`src/rtl/traffic_pkg.sv`:
```
// Shared state codes, lamp encodings and parameter sanity helpers for the
// two-road traffic light controller.
package traffic_pkg;

   localparam int unsigned STATE_W = 3;
   localparam int unsigned LAMP_W  = 2;

   typedef enum logic [STATE_W-1:0] {
      NS_GREEN  = 3'd0,
      NS_YELLOW = 3'd1,
      ALLRED_A  = 3'd2,
      EW_GREEN  = 3'd3,
      EW_YELLOW = 3'd4,
      ALLRED_B  = 3'd5,
      PED_WALK  = 3'd6,
      FLASH     = 3'd7
   } state_t;

   localparam logic [LAMP_W-1:0] LAMP_RED    = 2'b00;
   localparam logic [LAMP_W-1:0] LAMP_GREEN  = 2'b01;
   localparam logic [LAMP_W-1:0] LAMP_YELLOW = 2'b10;
   localparam logic [LAMP_W-1:0] LAMP_DARK   = 2'b11;

   typedef struct packed {
      logic [LAMP_W-1:0] ns;
      logic [LAMP_W-1:0] ew;
   } lamp_pair_t;

   // A duration fits when it is non-zero and DUR-1 is representable in w bits.
   function automatic bit cnt_fits(input int unsigned cyc, input int unsigned w);
      if (cyc == 0) return 1'b0;
      if (w >= 32) return 1'b1;
      return (cyc - 1) < (32'd1 << w);
   endfunction

   // Lamp pair shown for a given state; blink only matters in FLASH.
   function automatic lamp_pair_t decode_lamps(input state_t s, input logic blink);
      lamp_pair_t l;
      l.ns = LAMP_RED;
      l.ew = LAMP_RED;
      case (s)
         NS_GREEN:  l.ns = LAMP_GREEN;
         NS_YELLOW: l.ns = LAMP_YELLOW;
         EW_GREEN:  l.ew = LAMP_GREEN;
         EW_YELLOW: l.ew = LAMP_YELLOW;
         FLASH: begin
            l.ns = blink ? LAMP_YELLOW : LAMP_DARK;
            l.ew = blink ? LAMP_YELLOW : LAMP_DARK;
         end
         default: ;
      endcase
      return l;
   endfunction

endpackage

```
`src/rtl/phase_timer.sv`:
```
// Down-counting phase timer: load has priority, decrements while dec=1,
// and reports when the count has reached zero.
module phase_timer #(
   parameter int unsigned          CNT_W   = 8,
   parameter logic [CNT_W-1:0]     RST_VAL = '0
) (
   input  logic             clk,
   input  logic             rstn,
   input  logic             load,
   input  logic [CNT_W-1:0] load_val,
   input  logic             dec,
   output logic             zero_c
);

   logic [CNT_W-1:0] count;

   always_ff @(posedge clk or negedge rstn) begin
      if (!rstn) begin
         count <= RST_VAL;
      end else if (load) begin
         count <= load_val;
      end else if (dec && (count != '0)) begin
         count <= count - CNT_W'(1);
      end
   end

   assign zero_c = (count == '0);

endmodule

```
`src/rtl/traffic_light_ctrl.sv`:
```
// Two-road traffic light controller with latched pedestrian request,
// flashing night mode and run/freeze enable.
module traffic_light_ctrl
   import traffic_pkg::*;
#(
   parameter int unsigned GREEN_CYC  = 8,
   parameter int unsigned YELLOW_CYC = 2,
   parameter int unsigned ALLRED_CYC = 1,
   parameter int unsigned PED_CYC    = 4,
   parameter int unsigned FLASH_HALF = 2,
   parameter int unsigned CNT_W      = 8
) (
   input  logic              clk,
   input  logic              rstn,
   input  logic              en,
   input  logic              ped_req,
   input  logic              flash_mode,
   output logic [LAMP_W-1:0] ns_signal,
   output logic [LAMP_W-1:0] ew_signal,
   output logic              ped_walk,
   output logic [STATE_W-1:0] phase
);

   if (!(cnt_fits(GREEN_CYC, CNT_W) && cnt_fits(YELLOW_CYC, CNT_W) &&
         cnt_fits(ALLRED_CYC, CNT_W) && cnt_fits(PED_CYC, CNT_W) &&
         cnt_fits(FLASH_HALF, CNT_W))) begin : g_param_err
      $error("traffic_light_ctrl: a phase duration is zero or does not fit CNT_W");
   end

   state_t           state, state_nx;
   logic             ped_pending, ped_pending_nx;
   logic             blink, blink_nx;
   logic             ret_ns, ret_ns_nx;
   logic             tmr_load;
   logic [CNT_W-1:0] tmr_load_val;
   logic             tmr_zero_c;
   lamp_pair_t       lamps_nx;

   function automatic logic [CNT_W-1:0] dur_m1(input state_t s);
      case (s)
         NS_GREEN, EW_GREEN:   return CNT_W'(GREEN_CYC - 1);
         NS_YELLOW, EW_YELLOW: return CNT_W'(YELLOW_CYC - 1);
         PED_WALK:             return CNT_W'(PED_CYC - 1);
         FLASH:                return CNT_W'(FLASH_HALF - 1);
         default:              return CNT_W'(ALLRED_CYC - 1);
      endcase
   endfunction

   phase_timer #(
      .CNT_W   (CNT_W),
      .RST_VAL (CNT_W'(ALLRED_CYC - 1))
   ) u_timer (
      .clk      (clk),
      .rstn     (rstn),
      .load     (tmr_load),
      .load_val (tmr_load_val),
      .dec      (en),
      .zero_c   (tmr_zero_c)
   );

   // State, pending request, return target and blink registers.
   always_ff @(posedge clk or negedge rstn) begin
      if (!rstn) begin
         state       <= ALLRED_B;
         ped_pending <= 1'b0;
         blink       <= 1'b1;
         ret_ns      <= 1'b1;
      end else begin
         state       <= state_nx;
         ped_pending <= ped_pending_nx;
         blink       <= blink_nx;
         ret_ns      <= ret_ns_nx;
      end
   end

   // Next state: flash_mode overrides expiry, expiry overrides hold.
   always_comb begin
      state_nx       = state;
      ped_pending_nx = ped_pending | (ped_req && (state != PED_WALK));
      blink_nx       = blink;
      ret_ns_nx      = ret_ns;
      tmr_load       = 1'b0;
      tmr_load_val   = CNT_W'(FLASH_HALF - 1);

      if (flash_mode) begin
         if (state != FLASH) begin
            state_nx = FLASH;
            blink_nx = 1'b1;
            tmr_load = 1'b1;
         end else if (en && tmr_zero_c) begin
            blink_nx = ~blink;
            tmr_load = 1'b1;
         end
      end else if (state == FLASH) begin
         state_nx     = ALLRED_B;
         tmr_load     = 1'b1;
         tmr_load_val = dur_m1(ALLRED_B);
      end else if (en && tmr_zero_c) begin
         case (state)
            NS_GREEN:  state_nx = NS_YELLOW;
            NS_YELLOW: state_nx = ALLRED_A;
            EW_GREEN:  state_nx = EW_YELLOW;
            EW_YELLOW: state_nx = ALLRED_B;
            ALLRED_A, ALLRED_B: begin
               if (ped_pending_nx) begin
                  state_nx       = PED_WALK;
                  ped_pending_nx = 1'b0;
                  ret_ns_nx      = (state == ALLRED_B);
               end else begin
                  state_nx = (state == ALLRED_A) ? EW_GREEN : NS_GREEN;
               end
            end
            PED_WALK:  state_nx = ret_ns ? NS_GREEN : EW_GREEN;
            default:   state_nx = ALLRED_B;
         endcase
         tmr_load     = 1'b1;
         tmr_load_val = dur_m1(state_nx);
      end

      lamps_nx = decode_lamps(state_nx, blink_nx);
   end

   // Outputs registered from the next-state decode so lamps change with the state.
   always_ff @(posedge clk or negedge rstn) begin
      if (!rstn) begin
         ns_signal <= LAMP_RED;
         ew_signal <= LAMP_RED;
         ped_walk  <= 1'b0;
         phase     <= STATE_W'(ALLRED_B);
      end else begin
         ns_signal <= lamps_nx.ns;
         ew_signal <= lamps_nx.ew;
         ped_walk  <= (state_nx == PED_WALK);
         phase     <= STATE_W'(state_nx);
      end
   end

endmodule

```
`config.mk`:
```
export PLATFORM = sky130hd
export DESIGN_NAME = traffic_light_ctrl
export DESIGN_NICKNAME = d
export VERILOG_FILES = /design/src/rtl/traffic_pkg.sv /design/src/rtl/phase_timer.sv /design/src/rtl/traffic_light_ctrl.sv
export SDC_FILE = /design/constraint.sdc
export NUM_CORES = 1
export LEC_CHECK = 0
export ABC_AREA = 0
export BUFFER_PORTS_ARGS = -buffer_cell sky130_fd_sc_hd__buf_2
export CAP_MARGIN = 20
export CORE_MARGIN = 1
export CORE_UTILIZATION = 38
export DETAILED_ROUTE_END_ITERATION = 12
export GPL_TIMING_DRIVEN = 0
export PLACE_DENSITY = 0.52
export SYNTH_ARGS = -nofsm -noshare
export SYNTH_HDL_FRONTEND = slang
export SYNTH_HIERARCHICAL = 1
export SYNTH_SLANG_ARGS = --single-unit
```
`constraint.sdc`:
```
create_clock -name clk -period 3.5 [get_ports clk]
set_input_delay 1.05 -clock clk [delete_from_list [all_inputs] [get_ports clk]]
set_output_delay 1.05 -clock clk [all_outputs]
set_load 0.02 [all_outputs]
```
Word-level counts from Yosys, hierarchy flattened --
Index checks and enable logic that the tools add are counted.
Storage, ports and cells: register bits 19, output and inout bits 8, logic and storage cells 75
Operators by class: add/sub/neg operators 1, equal/unequal tests 18, mux-type cells 31, bitwise gates (word level) 4, reductions and logical operators 13
Operator list (count):
- $mux W3 | 11
- $eq A3 B3 Y1 const B | 9
- $mux W8 | 2
- $pmux W3 S5 | 1
- $eq A3 B2 Y1 const B | 4
- $mux W1 | 12
- $pmux W2 S3 | 2
- $eq A3 B1 Y1 const B | 3
- $logic_not A3 Y1 | 3
- $pmux W3 S3 | 1
- $logic_not A8 Y1 | 1
- $reduce_bool A8 Y1 | 1
- $sub A8 B1 Y8 const B | 1
- $ne A3 B3 Y1 const B | 2
- $reduce_and A5 Y1 | 1
- $mux W2 | 2
- $reduce_or A2 Y1 | 2
- $logic_and A1 B1 Y1 | 3
- $not A1 Y1 | 3
- $reduce_or A3 Y1 | 1
- $reduce_bool A2 Y1 | 1
- $or A1 B1 Y1 | 1

Depth between registers and ports, before layout --
depth in word-level cells 15, gate-level depth with buffers 11, gate-level depth less buffers 10

Hierarchy --
Netlist, hierarchy kept.
By module, submodules not included:
- traffic_light_ctrl | times used 1, cells an instance 77, area each 764.5 um^2, sequential area each 280.3 um^2
- phase_timer | times used 1, cells an instance 58, area each 528.0 um^2, sequential area each 200.2 um^2

Least setup slack after synthesis --
No wires, ideal clock.
path kind in2reg, start point in flash_mode, end point reg u_timer.count[3], data arrival time 2.433 ns, required time 3.410 ns, path slack 0.977 ns, cell stages on the path 6, buffers on the path 1, cell sequence buf_2 inv_2 ha_1 nand2b_1 or4_1 o221ai_1
On the way: word-level cells in the longest chain between the ends 2, elaborated cells between the ends (all ways) 3, classes of those cells mux (2); reduce/logical (1)
Ends and longest elaborated chain:
- start: declaration | RTL line traffic_light_ctrl.sv:17 | input logic flash_mode,
- $mux W1 * | RTL line traffic_light_ctrl.sv:85 | if (flash_mode) begin
- named net tmr_load | RTL line traffic_light_ctrl.sv:34 | logic tmr_load;
- $mux W8 / $reduce_bool A2 Y1 (equally long branches)
- end signal: assignment | RTL line phase_timer.sv:21 | count <= load_val;
- end signal: assignment | RTL line phase_timer.sv:23 | count <= count - CNT_W'(1);
- end: declaration | RTL line phase_timer.sv:15 | logic [CNT_W-1:0] count;
The timed path passes the listed nets; every way through them passes the cells marked *. A chain may end at the register's enable or synchronous reset.

Final worst setup path --
start point reg u_timer.count[0], end point reg u_timer.count[5]
On the way: word-level cells in the longest chain between the ends 6, elaborated cells between the ends (all ways) 12, classes of those cells add/sub (1); mux (6); reduce/logical (5)
Ends and longest elaborated chain:
- $logic_not A8 Y1 * | RTL line phase_timer.sv:27 | assign zero_c = (count == '0);
- named net tmr_zero_c | RTL line traffic_light_ctrl.sv:36 | logic tmr_zero_c;
- $logic_and A1 B1 Y1 * | RTL line traffic_light_ctrl.sv:90, traffic_light_ctrl.sv:98
- $mux W1 * | RTL line traffic_light_ctrl.sv:90, traffic_light_ctrl.sv:98
- $mux W1, on equally long branches | RTL line traffic_light_ctrl.sv:94, traffic_light_ctrl.sv:86
- $mux W1 * | RTL line traffic_light_ctrl.sv:85
- named net tmr_load | RTL line traffic_light_ctrl.sv:34
- $mux W8 / $reduce_bool A2 Y1 (equally long branches)
The timed path passes the listed nets; every way through them passes the cells marked *. The select of a mux whose other input is x is not followed.

==> impl_metrics.yaml <==
cells_and_area:
  area_growth_syn_to_layout_pct: 11.8
  drive_above_1_share_pct: 29.2
  utilization_pct: 46.2
  ant_cells: 0
  final_cell_area_um2: 1450
  multiInputGateArea_um2: 742
  final-seq-area_um2: 480
  finalNetCount: 163
  final.fill_count: 324
timing:
  rsz0062_at_grt: "no"
  hold_violations: 0
  fin_skew_ns: 0.0146
  final.min_clock_period_ns: 3.07
  actual_slew_at_the_worst_max_slew_pin_ns: 0.666
  setup_slack_after_layout_ns: 0.433
  timing.max_slew.rel_slack_pct: 55.2
  achievable-frequency_ghz: 0.326
  report.final.setup_viol: 0
  slew_viol_final: 0
  final.period_utilization_pct: 87.6
  timing.setup.tns_ns: 0
clock_tree:
  post_cts.resized_instances: 0
  cts.path.max_buffers: 2
  holdBufCountCts: 0
  cts_num_sinks: 19
  clock_tree.htree_level_count: 1
  clk-insertion-delay-late_ns: 0.31
  cts-buffers-inserted: 3
  post_cts_buffers: 0
  cts-root-buf: "clkbuf_4"
  cts.reportedPaths.clkPinSlew_ns: 0.13
  cts_tree: "yes"
power:
  power.clock.fraction_pct: 21.7
  total_power_uw: 538
  static-leakage-power_nw: 0.583
  p_per_area_nw_per_um2: 372
  comb_power_share_pct: 27.1
  ir_worst_vdd_uv: 106
  switching_share_pct: 35.0
  net-switching-power_uw: 188
  cell_internal_pwr_uw: 350
  sequentialPowerShare_pct: 51.2
hold_path:
  cell_depth_of_the_worst_hold_path: 2
  hold_path_class: "reg -> reg"
  holdCritStartpoint: "ret_ns"
  min_delay_worst_endpoint: "ret_ns"
logic_synthesis:
  yosys_warnings: 6
  synth.largest_area_cell: "dfrtp_1"
  synth-edff-count: 0
  synth_top_flop_cell: "dfrtp_1"
  synth_top_area_share_pct: 29.0
  postSynthAreaPerCell_um2: 9.57
  synth_cells: 135
  post_synth_most_frequent_cells: "dfrtp_1, a21oi_1, nand2_1, nor2_1, o21ai_0"
  most_numerous_cell_in_the_yosys_netlist: "dfrtp_1"
  ys_top_cells_by_area: "dfrtp_1, dfstp_2, o32ai_4, ha_1, a21oi_1"
  postSynth.asyncResetShare_pct: 100
  post_synth_num_cell_types: 58
  yosysSeqAreaShare_pct: 37.2
  synth_seq_cells: 19
  syn_area_um2: 1290
detailed_routing:
  drc: 0
  ant_nets: 0
  first_iter_violations: 33
  detail_route.first_pass.iterations: 4
  routed_wire_length_per_instance_um: 15.3
  route.detailed.vias_per_inst: 5.50
  dr_total_vias: 1089
  routed_wirelength_um: 3040
worst_setup_path:
  timing.critical_path.fanout_max: 10
  crit_path_end_kind: "register"
  timing.reg2reg.setup_slack_ns: 0.43
  cp_data_arrival_time_ns: 3.25
  required_ns: 3.69
  path_cells: "inv_1, ha_1, or3b_2, nor2_1, nand2_2, buf_6, nand2b_1, clkinv_1, o211a_1, a221o_1"
  r2r_end: "u_timer/count[5]"
  setup.worst_path.start: "u_timer/count[0]"
  path_class: "reg -> reg"
  launching_element_type_of_the_critical_path: "register"
  rr_startpoint: "u_timer/count[0]"
  delay_of_the_slowest_critical_path_stage_ns: 0.49
  r2r.worst_path.cells: 10
  crit_slowest_cell: "or3b_2"
floorplanning:
  core_region_area_um2: 3130
  num_ports: 13
  initial_core_util_pct: 41.3
  die-width_um: 60.3
  total_die_area_um2: 3640
  die_height_um: 60.3
  num_rows: 20
global_route:
  grt.total_usage_pct: 19.6
  maximum_number_of_pins_on_one_net_before_global_route_repair: 20
  grt-ovfl-total: 0
  global_route_wire_length_before_repair_um: 5130
  first_global_vias: 1037
  grt_antenna_before_repair: 0
outcome:
  result_of_the_run: "finished clean"
place:
  total_cell_area_at_the_placement_stage_um2: 1420
  globalplace.congestion: 0.821
  sum_of_net_half_perimeters_after_detailed_placement_um: 2180
  port_buffers: 11
  dpl_worst_slack_ns: 0.457
job:
  cap_viol_max_count: 0
critical path, delay by kind of cell, from the launching register on:
family,cells,cell delay [ns]
buffers and inverters,3,0.61
DFF,1,0.43
adders and majority gates,1,0.21
AOI/OAI and AO/OA,2,0.46
and+or+nand+nor,4,1.24
power groups by stage:
stage	Sequential [mW]	Combinational, mW	Clock (mW)
floorplan	0.279	0.102	0
global placement	0.277	0.142	0
detailed placement	0.279	0.146	0
CTS	0.275	0.146	0.122
global route	0.281	0.165	0.135
finish	0.275	0.146	0.117
stage by stage:
stage / hold slack (ns) / cells
after detailed placement: 0.491 / 194
after global placement: 0.485 / 194
after floorplan: 0.466 / 139
after global routing: 0.536 / 198
after CTS: 0.509 / 198
final: 0.506 / 198
how the worst max path moves through the flow:
| stage | to | slack [ns] | depth (start not counted) |
|---|---|---|---|
| 6_report | u_timer/count[5] | 0.43 | 10 |
| 5_1_grt | u_timer/count[1] | 0.18 | 11 |
| 4_1_cts | u_timer/count[5] | 0.44 | 10 |
| 3_5_place_dp | u_timer/count[7] | 0.46 | 10 |
| 3_3_place_gp | u_timer/count[7] | 0.54 | 10 |
| 2_1_floorplan | u_timer/count[3] | 0.98 | 6 |
routing by layer:
metal	vias to the layer above	track usage [%]	wire length [um]
met5	-	0	0
met4	0	8.64	15
met3	2	2.81	57
met2	9	31.6	1490
met1	534	26.1	1480
li1	544	-	-
state kept, by name, indices dropped and copies added, names as in the netlist:
name / count
blink: 1
ew_signal: 2
ns_signal: 2
ped_pending: 1
ped_walk: 1
phase: 3
ret_ns: 1
u_timer/count: 8
area by class of cell:
type / count / area share [%]
multi-input cells: 104 / 51.3
flip-flops and latches: 19 / 33.2
plain buffers: 9 / 4.07
repair buffers: 11 / 3.81
well taps: 44 / 3.81
inverters: 7 / 1.82
clock buffers: 3 / 1.56
clock inverters: 1 / 0.346
cells in the final DEF, fill, tap and decap left out, types with 4 or more instances in the layout:
cell type and n:
dfstp_2 4, conb_1 5, nand3_1 5, nor3_1 6, dfrtp_1 15, a21oi_1 7
nand4_1 4, nand2_1 7, buf_2 16, o21ai_0 7, nor2_1 7
cells by family after synthesis:
kind of cell             count (synthesis)  synth area share (%)
AO/OA/AOI/OAI                           44                  29.5
buffers and inverters                   16                  6.58
adder cells (fa/ha/maj)                  3                  2.90
other                                    1                 0.290
AND/OR/NAND/NOR                         52                  23.5
flip-flops                              19                  37.2
(Power assumes the default switching activity.)
